==> src/rtl/rect_draw_engine.sv <==
// rect_draw_engine
//   Takes one rectangle command (origin, size, colour, erase flag) and
//   streams it one pixel per clock into the vga_adapter plot interface.
//   Pixels that fall outside the visible screen still take their cycle but
//   are emitted with writeEn low. A start/busy/done handshake frames each
//   command.
//
// Ports
//   clk       in   system clock
//   reset     in   synchronous, active-high reset
//   start     in   command strobe, only looked at while idle
//   x_in      in   rectangle origin column
//   y_in      in   rectangle origin row
//   w_in      in   rectangle width in pixels
//   h_in      in   rectangle height in pixels
//   color_in  in   fill colour
//   erase     in   1 = fill with BG_COLOR instead of color_in
//   busy      out  command in progress (drawing or finishing)
//   done      out  one-cycle pulse when a command completes
//   x         out  pixel column to vga_adapter
//   y         out  pixel row to vga_adapter
//   colour    out  pixel colour to vga_adapter
//   writeEn   out  plot strobe to vga_adapter
module rect_draw_engine #(
  parameter int X_W      = 8,
  parameter int Y_W      = 7,
  parameter int COLOR_W  = 3,
  parameter int SIZE_W   = 5,
  parameter int SCREEN_W = 160,
  parameter int SCREEN_H = 120,
  parameter int BG_COLOR = 0
) (
  input  logic               clk,
  input  logic               reset,
  input  logic               start,
  input  logic [X_W-1:0]     x_in,
  input  logic [Y_W-1:0]     y_in,
  input  logic [SIZE_W-1:0]  w_in,
  input  logic [SIZE_W-1:0]  h_in,
  input  logic [COLOR_W-1:0] color_in,
  input  logic               erase,
  output logic               busy,
  output logic               done,
  output logic [X_W-1:0]     x,
  output logic [Y_W-1:0]     y,
  output logic [COLOR_W-1:0] colour,
  output logic               writeEn
);

  typedef enum logic [1:0] {
    IDLE = 2'd0,
    DRAW = 2'd1,
    FIN  = 2'd2
  } state_t;

  localparam logic [X_W:0]       SCR_W_L = (X_W+1)'(SCREEN_W);
  localparam logic [Y_W:0]       SCR_H_L = (Y_W+1)'(SCREEN_H);
  localparam logic [COLOR_W-1:0] BG_L    = COLOR_W'(BG_COLOR);
  localparam logic [SIZE_W-1:0]  ONE_S   = SIZE_W'(1);

  state_t              state_q, state_d;
  logic [X_W-1:0]      x0_q, x0_d;
  logic [Y_W-1:0]      y0_q, y0_d;
  logic [SIZE_W-1:0]   w_q, w_d;
  logic [SIZE_W-1:0]   h_q, h_d;
  logic [SIZE_W-1:0]   cx_q, cx_d;
  logic [SIZE_W-1:0]   cy_q, cy_d;
  logic [X_W-1:0]      x_q, x_d;
  logic [Y_W-1:0]      y_q, y_d;
  logic [COLOR_W-1:0]  colour_q, colour_d;
  logic                we_q, we_d;

  // Pixel coordinates carry one extra bit so that an origin near the top of
  // the coordinate range plus an offset never wraps back onto the screen.
  logic [X_W:0] sum_x;
  logic [Y_W:0] sum_y;

  function automatic logic on_screen(input logic [X_W:0] sx, input logic [Y_W:0] sy);
    return (sx < SCR_W_L) && (sy < SCR_H_L);
  endfunction

  always_comb begin
    state_d  = state_q;
    x0_d     = x0_q;
    y0_d     = y0_q;
    w_d      = w_q;
    h_d      = h_q;
    cx_d     = cx_q;
    cy_d     = cy_q;
    x_d      = x_q;
    y_d      = y_q;
    colour_d = colour_q;
    we_d     = 1'b0;
    sum_x    = '0;
    sum_y    = '0;

    case (state_q)
      IDLE: begin
        if (start) begin
          x0_d = x_in;
          y0_d = y_in;
          w_d  = w_in;
          h_d  = h_in;
          cx_d = '0;
          cy_d = '0;
          if ((w_in == '0) || (h_in == '0)) begin
            state_d = FIN;
          end else begin
            // The first pixel is loaded on the accepting edge so pixel k is
            // presented in the k+1'th cycle after start.
            state_d  = DRAW;
            sum_x    = {1'b0, x_in};
            sum_y    = {1'b0, y_in};
            x_d      = x_in;
            y_d      = y_in;
            colour_d = erase ? BG_L : color_in;
            we_d     = on_screen(sum_x, sum_y);
          end
        end
      end

      DRAW: begin
        // cx/cy name the pixel currently on the outputs; advance row-major.
        if (cx_q == w_q - ONE_S) begin
          if (cy_q == h_q - ONE_S) begin
            state_d = FIN;
          end else begin
            cx_d = '0;
            cy_d = cy_q + ONE_S;
          end
        end else begin
          cx_d = cx_q + ONE_S;
        end

        if (state_d == DRAW) begin
          sum_x = {1'b0, x0_q} + (X_W+1)'(cx_d);
          sum_y = {1'b0, y0_q} + (Y_W+1)'(cy_d);
          x_d   = sum_x[X_W-1:0];
          y_d   = sum_y[Y_W-1:0];
          we_d  = on_screen(sum_x, sum_y);
        end
      end

      FIN: begin
        state_d = IDLE;
      end

      default: begin
        state_d = IDLE;
      end
    endcase
  end

  always_ff @(posedge clk) begin
    if (reset) begin
      state_q  <= IDLE;
      x0_q     <= '0;
      y0_q     <= '0;
      w_q      <= '0;
      h_q      <= '0;
      cx_q     <= '0;
      cy_q     <= '0;
      x_q      <= '0;
      y_q      <= '0;
      colour_q <= '0;
      we_q     <= 1'b0;
    end else begin
      state_q  <= state_d;
      x0_q     <= x0_d;
      y0_q     <= y0_d;
      w_q      <= w_d;
      h_q      <= h_d;
      cx_q     <= cx_d;
      cy_q     <= cy_d;
      x_q      <= x_d;
      y_q      <= y_d;
      colour_q <= colour_d;
      we_q     <= we_d;
    end
  end

  // FIN lasts exactly one cycle, so decoding it gives the done pulse and
  // guarantees a start coincident with done is not accepted.
  assign busy    = (state_q != IDLE);
  assign done    = (state_q == FIN);
  assign x       = x_q;
  assign y       = y_q;
  assign colour  = colour_q;
  assign writeEn = we_q;

endmodule

==> config.mk <==
export PLATFORM = sky130hd
export DESIGN_NAME = rect_draw_engine
export DESIGN_NICKNAME = d
export VERILOG_FILES = /design/src/rtl/rect_draw_engine.sv
export SDC_FILE = /design/constraint.sdc
export NUM_CORES = 1
export LEC_CHECK = 0
export CORE_MARGIN = 10
export CORE_UTILIZATION = 49
export DETAILED_ROUTE_END_ITERATION = 12
export GPL_ROUTABILITY_DRIVEN = 0
export PLACE_DENSITY = 0.84
export SYNTH_ARGS = -nofsm -noshare
export SYNTH_HDL_FRONTEND = slang
export SYNTH_SLANG_ARGS = --single-unit
==> constraint.sdc <==
create_clock -name clk -period 3.25 [get_ports clk]
set_input_delay 0.975 -clock clk [delete_from_list [all_inputs] [get_ports clk]]
set_output_delay 0.975 -clock clk [all_outputs]
set_load 0.005 [all_outputs]
# Yosys cells after proc, flatten, opt, wreduce, memory -nomap -nowiden
# Cells that the tools add are included.
# word_totals
ram_bits	0
latch_bits	0
romBits	0
input_bits	32
memories	0
output_inout_bits	21
wordCells	70
regBits	56
# classes
n_bitwise	1
multipliers	0
n_eq_ne	8
order_cmp	4
shift	0
addsub	6
div	0
reduce_logical	12
muxes	28
# ops
operator	n
5-bit 2-to-1 mux	7
8-bit 2-to-1 mux	3
7-bit 2-to-1 mux	3
5-bit one-hot mux with 2 select lines	2
8-bit one-hot mux with 2 select lines	1
7-bit one-hot mux with 2 select lines	1
5-bit by 1-bit adder with 5-bit output (second input constant)	2
5-bit equality test	2
5-bit zero test	2
2-bit 2-to-1 mux	5
5-bit by 1-bit subtractor with 5-bit output (second input constant)	2
8-bit by 5-bit adder with 9-bit output	1
9-bit by 8-bit < comparator with 1-bit output (second input constant)	1
7-bit by 5-bit adder with 8-bit output	1
8-bit by 7-bit < comparator with 1-bit output (second input constant)	1
8-bit < comparator (second input constant)	1
7-bit < comparator (second input constant)	1
2-bit inequality test (second input constant)	3
2-bit by 1-bit equality test with 1-bit output (second input constant)	2
2-bit one-hot mux with 2 select lines	1
2-bit AND reduction	2
4-bit AND reduction	1
2-bit nonzero test	2
1-bit 2-to-1 mux	3
other kinds (8)	9

# Depth between registers and ports, before layout
# depth
word_depth	10
mapped_depth	18
ltp_nobuf	17

# Worst setup path before layout
# OpenSTA, ideal clock, no wires.
# synth_path
path_type	register to register
start	register h_q[0]
end	register we_q (netlist: writeEn)
required_ps	3134
setup_ps	116
stages_incl_launch_ff	17
arrival_ps	3385
n_path_buf	1
synth_period_minus_slack_ps	3501
path_slack_ps	-251
cell_sequence	dfxtp_1 > inv_1 > ha_1 > nand3b_1 > a21boi_0 > o311ai_1 > and2_1 > buf_2 > nand3_1 > xnor2_1 > ha_1 > inv_1 > o311ai_0 > a21oi_1 > xor2_1 > or4_1 > o211a_1
# synth_via
elab_chain_len	10
elab_cells_between_ends	19
classes_between	add/sub: 3; order compare: 2; eq/ne: 2; mux: 11; reduce/logical: 1
# synth_rtl
element	line_no	text
from (decl)	65	logic [SIZE_W-1:0] h_q, h_d;
from (signal assigned)	160	h_q <= '0;
from (signal assigned)	172	h_q <= h_d;
5-bit by 1-bit subtractor with 5-bit output (*)	125	if (cy_q == h_q - ONE_S) begin
5-bit equality test (*)	125	
5-bit 2-to-1 mux	125	
5-bit 2-to-1 mux	124	if (cx_q == w_q - ONE_S) begin
5-bit 2-to-1 mux	97	case (state_q)
8-bit by 5-bit adder with 9-bit output or 7-bit by 5-bit adder with 8-bit output (tied branches)	136, 137	
9-bit by 8-bit < comparator with 1-bit output or 8-bit by 7-bit < comparator with 1-bit output (tied branches)	79	return (sx < SCR_W_L) && (sy < SCR_H_L);
1-bit logical AND	79	
1-bit 2-to-1 mux (*)	135	if (state_d == DRAW) begin
1-bit one-hot mux with 2 select lines (*)	97	
to (signal assigned)	178	we_q <= we_d;
to (decl)	71	logic we_q, we_d;
# Mark *: on every way between the ends. The rest lies on a longest branch, timed or not. The select of a mux whose other input is x is not followed.
# A chain may end at the register's enable or synchronous reset.

# Worst setup path after layout
# layout_path
start	register w_q[1]
end	register x_q[6] (netlist: x[6])
# layout_via
elab_chain_len	7
elab_cells_between_ends	12
classes_between	add/sub: 2; eq/ne: 3; mux: 6; reduce/logical: 1
# layout_rtl
element	line_no	text
from (decl)	64	logic [SIZE_W-1:0] w_q, w_d;
from (signal assigned)	171	w_q <= w_d;
5-bit by 1-bit subtractor with 5-bit output (*)	124	
5-bit equality test (*)	124	
5-bit 2-to-1 mux or 2-bit 2-to-1 mux (tied branches)	124	
5-bit 2-to-1 mux or 2-bit 2-to-1 mux (tied branches)	97	
8-bit by 5-bit adder with 9-bit output or 2-bit by 1-bit equality test with 1-bit output (tied branches)	136, 135	
8-bit 2-to-1 mux or 2-bit inequality test (tied branches)	--	
8-bit one-hot mux with 2 select lines or 4-bit AND reduction (tied branches)	--	
to (signal assigned)	163	x_q <= '0;
to (signal assigned)	175	x_q <= x_d;
to (decl)	68	logic [X_W-1:0] x_q, x_d;
# Marked as above.

==> impl_metrics.env <==
export IMPL_status="finished with violations"
export IMPL_violations="setup timing"
export IMPL_htreeDepth=2
export IMPL_layout_commonest_cell="nand2_1"
export IMPL_routed_wl_mm=10.7
export IMPL_cts_buffer_depth=2
export IMPL_reg2regPathDepth=18
export IMPL_slew_headroom_pct=61.7
export IMPL_worst_slack_ns=-0.163
export IMPL_drive_gt1_share_pct=26.4
export IMPL_die_area_sq_um=10500
export IMPL_synth_edff_count=0
export IMPL_p_int_w=0.00110
export IMPL_grt_pass1_vias=3500
export IMPL_grt_overflow=0
export IMPL_die_w_um=102
export IMPL_synth_cell_types=58
export IMPL_arrival_ns=3.67
export IMPL_synth_flop_cell="dfxtp_1"
export IMPL_avgRoutedWirePerCell_um=17.8
export IMPL_crit_family="adder cells"
export IMPL_end_kind="flip-flop"
export IMPL_fin_area_sq_um=4710
export IMPL_io_pins=53
export IMPL_cts_buffers=5
export IMPL_synthCells=425
export IMPL_grt_max_degree=27
export IMPL_min_path_type="reg2reg"
export IMPL_total_leakage_power_nw=1.92
export IMPL_port_buffers=52
export IMPL_cts_tree="yes"
export IMPL_crit_fanout=5
export IMPL_syn_avg_cell_area_sq_um=7.80
export IMPL_worst_pin_slew_ns=0.575
export IMPL_hold_ws_ns=0.471
export IMPL_cts_root_buf="clkbuf_8"
export IMPL_total_power_w=0.00160
export IMPL_skew_ns=0.0139
export IMPL_maxCapViolCount=0
export IMPL_crit_slowest_cell="fa_2"
export IMPL_finalHoldViolCount=0
export IMPL_synth_warnings=0
export IMPL_multi_input_area_sq_um=2310
export IMPL_synth_area_sq_um=3310
export IMPL_syn_nets=473
export IMPL_slew_viol_final=0
export IMPL_pwr_share_seq_pct=48.5
export IMPL_p_comb_share_pct=26.4
export IMPL_fp_dieH_um=102
export IMPL_via_per_inst=6.00
export IMPL_r2r_slack_ns=-0.16
export IMPL_critical_path_class="reg2reg"
export IMPL_drcViolationCount=0
export IMPL_dp_slack_ns=-0.343
export IMPL_p_per_area_nw_per_um2=340
export IMPL_dr_pass1_iters=5
export IMPL_synth_seq_area_share_pct=33.8
export IMPL_cpMostUsedCell="inv_2"
export IMPL_cp_start_kind="flip-flop"
export IMPL_regArea_sq_um=1130
export IMPL_drtIter0Drc=247
export IMPL_path_buf_inv=3
export IMPL_ir_drop_mv=0.314
export IMPL_ys_async_sr_fraction_pct=0
export IMPL_period_minus_slack_ns=3.41
export IMPL_track_usage_pct=19.8
export IMPL_net_switching_power_w=0.000501
export IMPL_clk_latency_ns=0.32
export IMPL_grt_pass1_wl_mm=16.9
export IMPL_antenna_found_initial=0
export IMPL_cp_depth=18
export IMPL_fill_cells=463
export IMPL_setup_viol=5
export IMPL_core_sq_um=6460
export IMPL_fin_nets=573
export IMPL_fmax_mhz=293
export IMPL_rsz0062_at_grt="true"
export IMPL_crit_chain="inv_2, ha_4, xor2_2, nand3_2, nor3_4, buf_4, and2_4, nor2_2, a21oi_2, ha_2, inv_2, fa_2, nor2b_4, o21ai_2, a21boi_2, o211ai_1, a311o_1, mux2i_1"
export IMPL_clkPwrFrac_pct=25.1
export IMPL_clk_pin_slew_ns=0.11
export IMPL_critPathRequiredTime_ns=3.50
export IMPL_cp_slowest_stage_delay_ns=0.42
export IMPL_min_path_cells=2
export IMPL_cts_sinks=56
export IMPL_ys_seq_elements=56
export IMPL_mostFrequentLayoutCells="nand2_1 (86), buf_4 (62), clkdlybuf4s50_1 (52)"
export IMPL_ant_nets=0
export IMPL_place_inst=575
export IMPL_num_antenna_cells=0
export IMPL_via_count=3620
export IMPL_start_util_pct=51.3
export IMPL_dp_hpwl_mm=7.31
export IMPL_syn_to_final_growth_pct=42.2
export IMPL_place_area_sq_um=4210
export IMPL_fin_crit_sh_pct=105
export IMPL_p_sw_share_pct=31.3
export IMPL_stdcell_count=603
export IMPL_core_rowCount=29
## worst register-to-register path: stages (launching register included)
cell and delay (ns):
dfxtp_2 0.36, inv_2 0.05, ha_4 0.26, xor2_2 0.17, nand3_2 0.14, nor3_4 0.20
buf_4 0.14, and2_4 0.17, nor2_2 0.05, a21oi_2 0.14, ha_2 0.22, inv_2 0.05
fa_2 0.42, nor2b_4 0.14, o21ai_2 0.10, a21boi_2 0.20, o211ai_1 0.10, a311o_1 0.32
mux2i_1 0.13
## final timing paths
kind / start / endpoint
min reg2reg: colour[1] / colour[1]
max: w_q[1] / x[6]
max reg2reg: w_q[1] / x[6]
min: colour[1] / colour[1]
## per-layer routing
metal	vias to the layer above	routed length, um	global-route usage [%]	share of wire, %
met3	27	954	5.87	8.9
li1	1701	-	-	-
met1	1719	4330	23.2	40
met5	-	0	0	0
met2	173	5180	33.8	48
met4	0	247	6.94	2.3
## synthesized netlist by cell type (3+ instances only)
cell type | instances | area, sq um
inv_1 | 18 | 67.6
dfxtp_1 | 56 | 1120
nor3b_1 | 4 | 30.0
o21ai_0 | 22 | 110
buf_2 | 5 | 25.0
xnor2_1 | 14 | 123
a21oi_1 | 43 | 215
nor2b_1 | 5 | 31.3
or4_1 | 4 | 30.0
nand2_1 | 88 | 330
o211ai_1 | 3 | 22.5
nor3_1 | 10 | 50.1
nor2_1 | 17 | 63.8
a311o_1 | 3 | 30.0
clkbuf_1 | 18 | 67.6
xor2_1 | 8 | 70.1
ha_1 | 14 | 175
nand3_1 | 13 | 65.1
a211o_1 | 4 | 35.0
o31ai_1 | 5 | 37.5
nand3b_1 | 5 | 37.5
a311oi_1 | 6 | 52.6
a211oi_1 | 4 | 30.0
and2_1 | 6 | 37.5
## cell families after synthesis
kind of cell / after synthesis / share of synthesized area [%]
XOR/XNOR: 23 / 6.50
AND/OR/NAND/NOR: 168 / 24.3
multiplexers: 2 / 0.642
AO/OA/AOI/OAI: 118 / 23.3
adder cells (fa/ha/maj): 16 / 6.50
buffers and inverters: 42 / 4.98
flip-flops: 56 / 33.8
## power groups by stage
stage	sequential [W]	clock [W]	combinational (W)
after floorplan	0.000777	0	0.000201
after global placement	0.000784	0	0.000362
after detailed placement	0.000785	0	0.000369
after CTS	0.000773	0.000407	0.000400
after global routing	0.000781	0.000429	0.000457
final	0.000776	0.000402	0.000422
## final cells by class
| cell class | count | area share (%) |
|---|---|---|
| multi-input combinational | 327 | 49.0 |
| sequential | 56 | 23.9 |
| timing repair buffer | 117 | 21.6 |
| tap | 77 | 2.04 |
| clock buffer | 5 | 1.46 |
| inverter | 18 | 1.43 |
| clock inverter | 3 | 0.478 |
## through the flow
| stage | setup TNS (ns) | utilization [%] |
|---|---|---|
| finish | -0.496 | 73.0 |
| detailed placement | -1.26 | 65.1 |
| floorplan | -0.0272 | - |
| CTS | -0.170 | 71.0 |
| global route | -1.54 | 73.0 |
| global placement | -0.369 | 65.1 |
## repair_timing
| action | CTS | global route |
|---|---|---|
| hold buffers | 0 | 0 |
| setup buffers | 17 | 3 |
| endpoints found under the setup margin | 9 | 10 |
| pin swaps | 35 | 9 |
| gates resized for setup | 42 | 20 |
## flip-flops by register name, indices dropped and copies added, names as in the netlist, 3 cells and up
signal,flops
cx_q,5
x,8
w_q,5
h_q,5
y,7
cy_q,5
colour,3
y0_q,7
x0_q,8
Power figures use the tool's default switching activity.
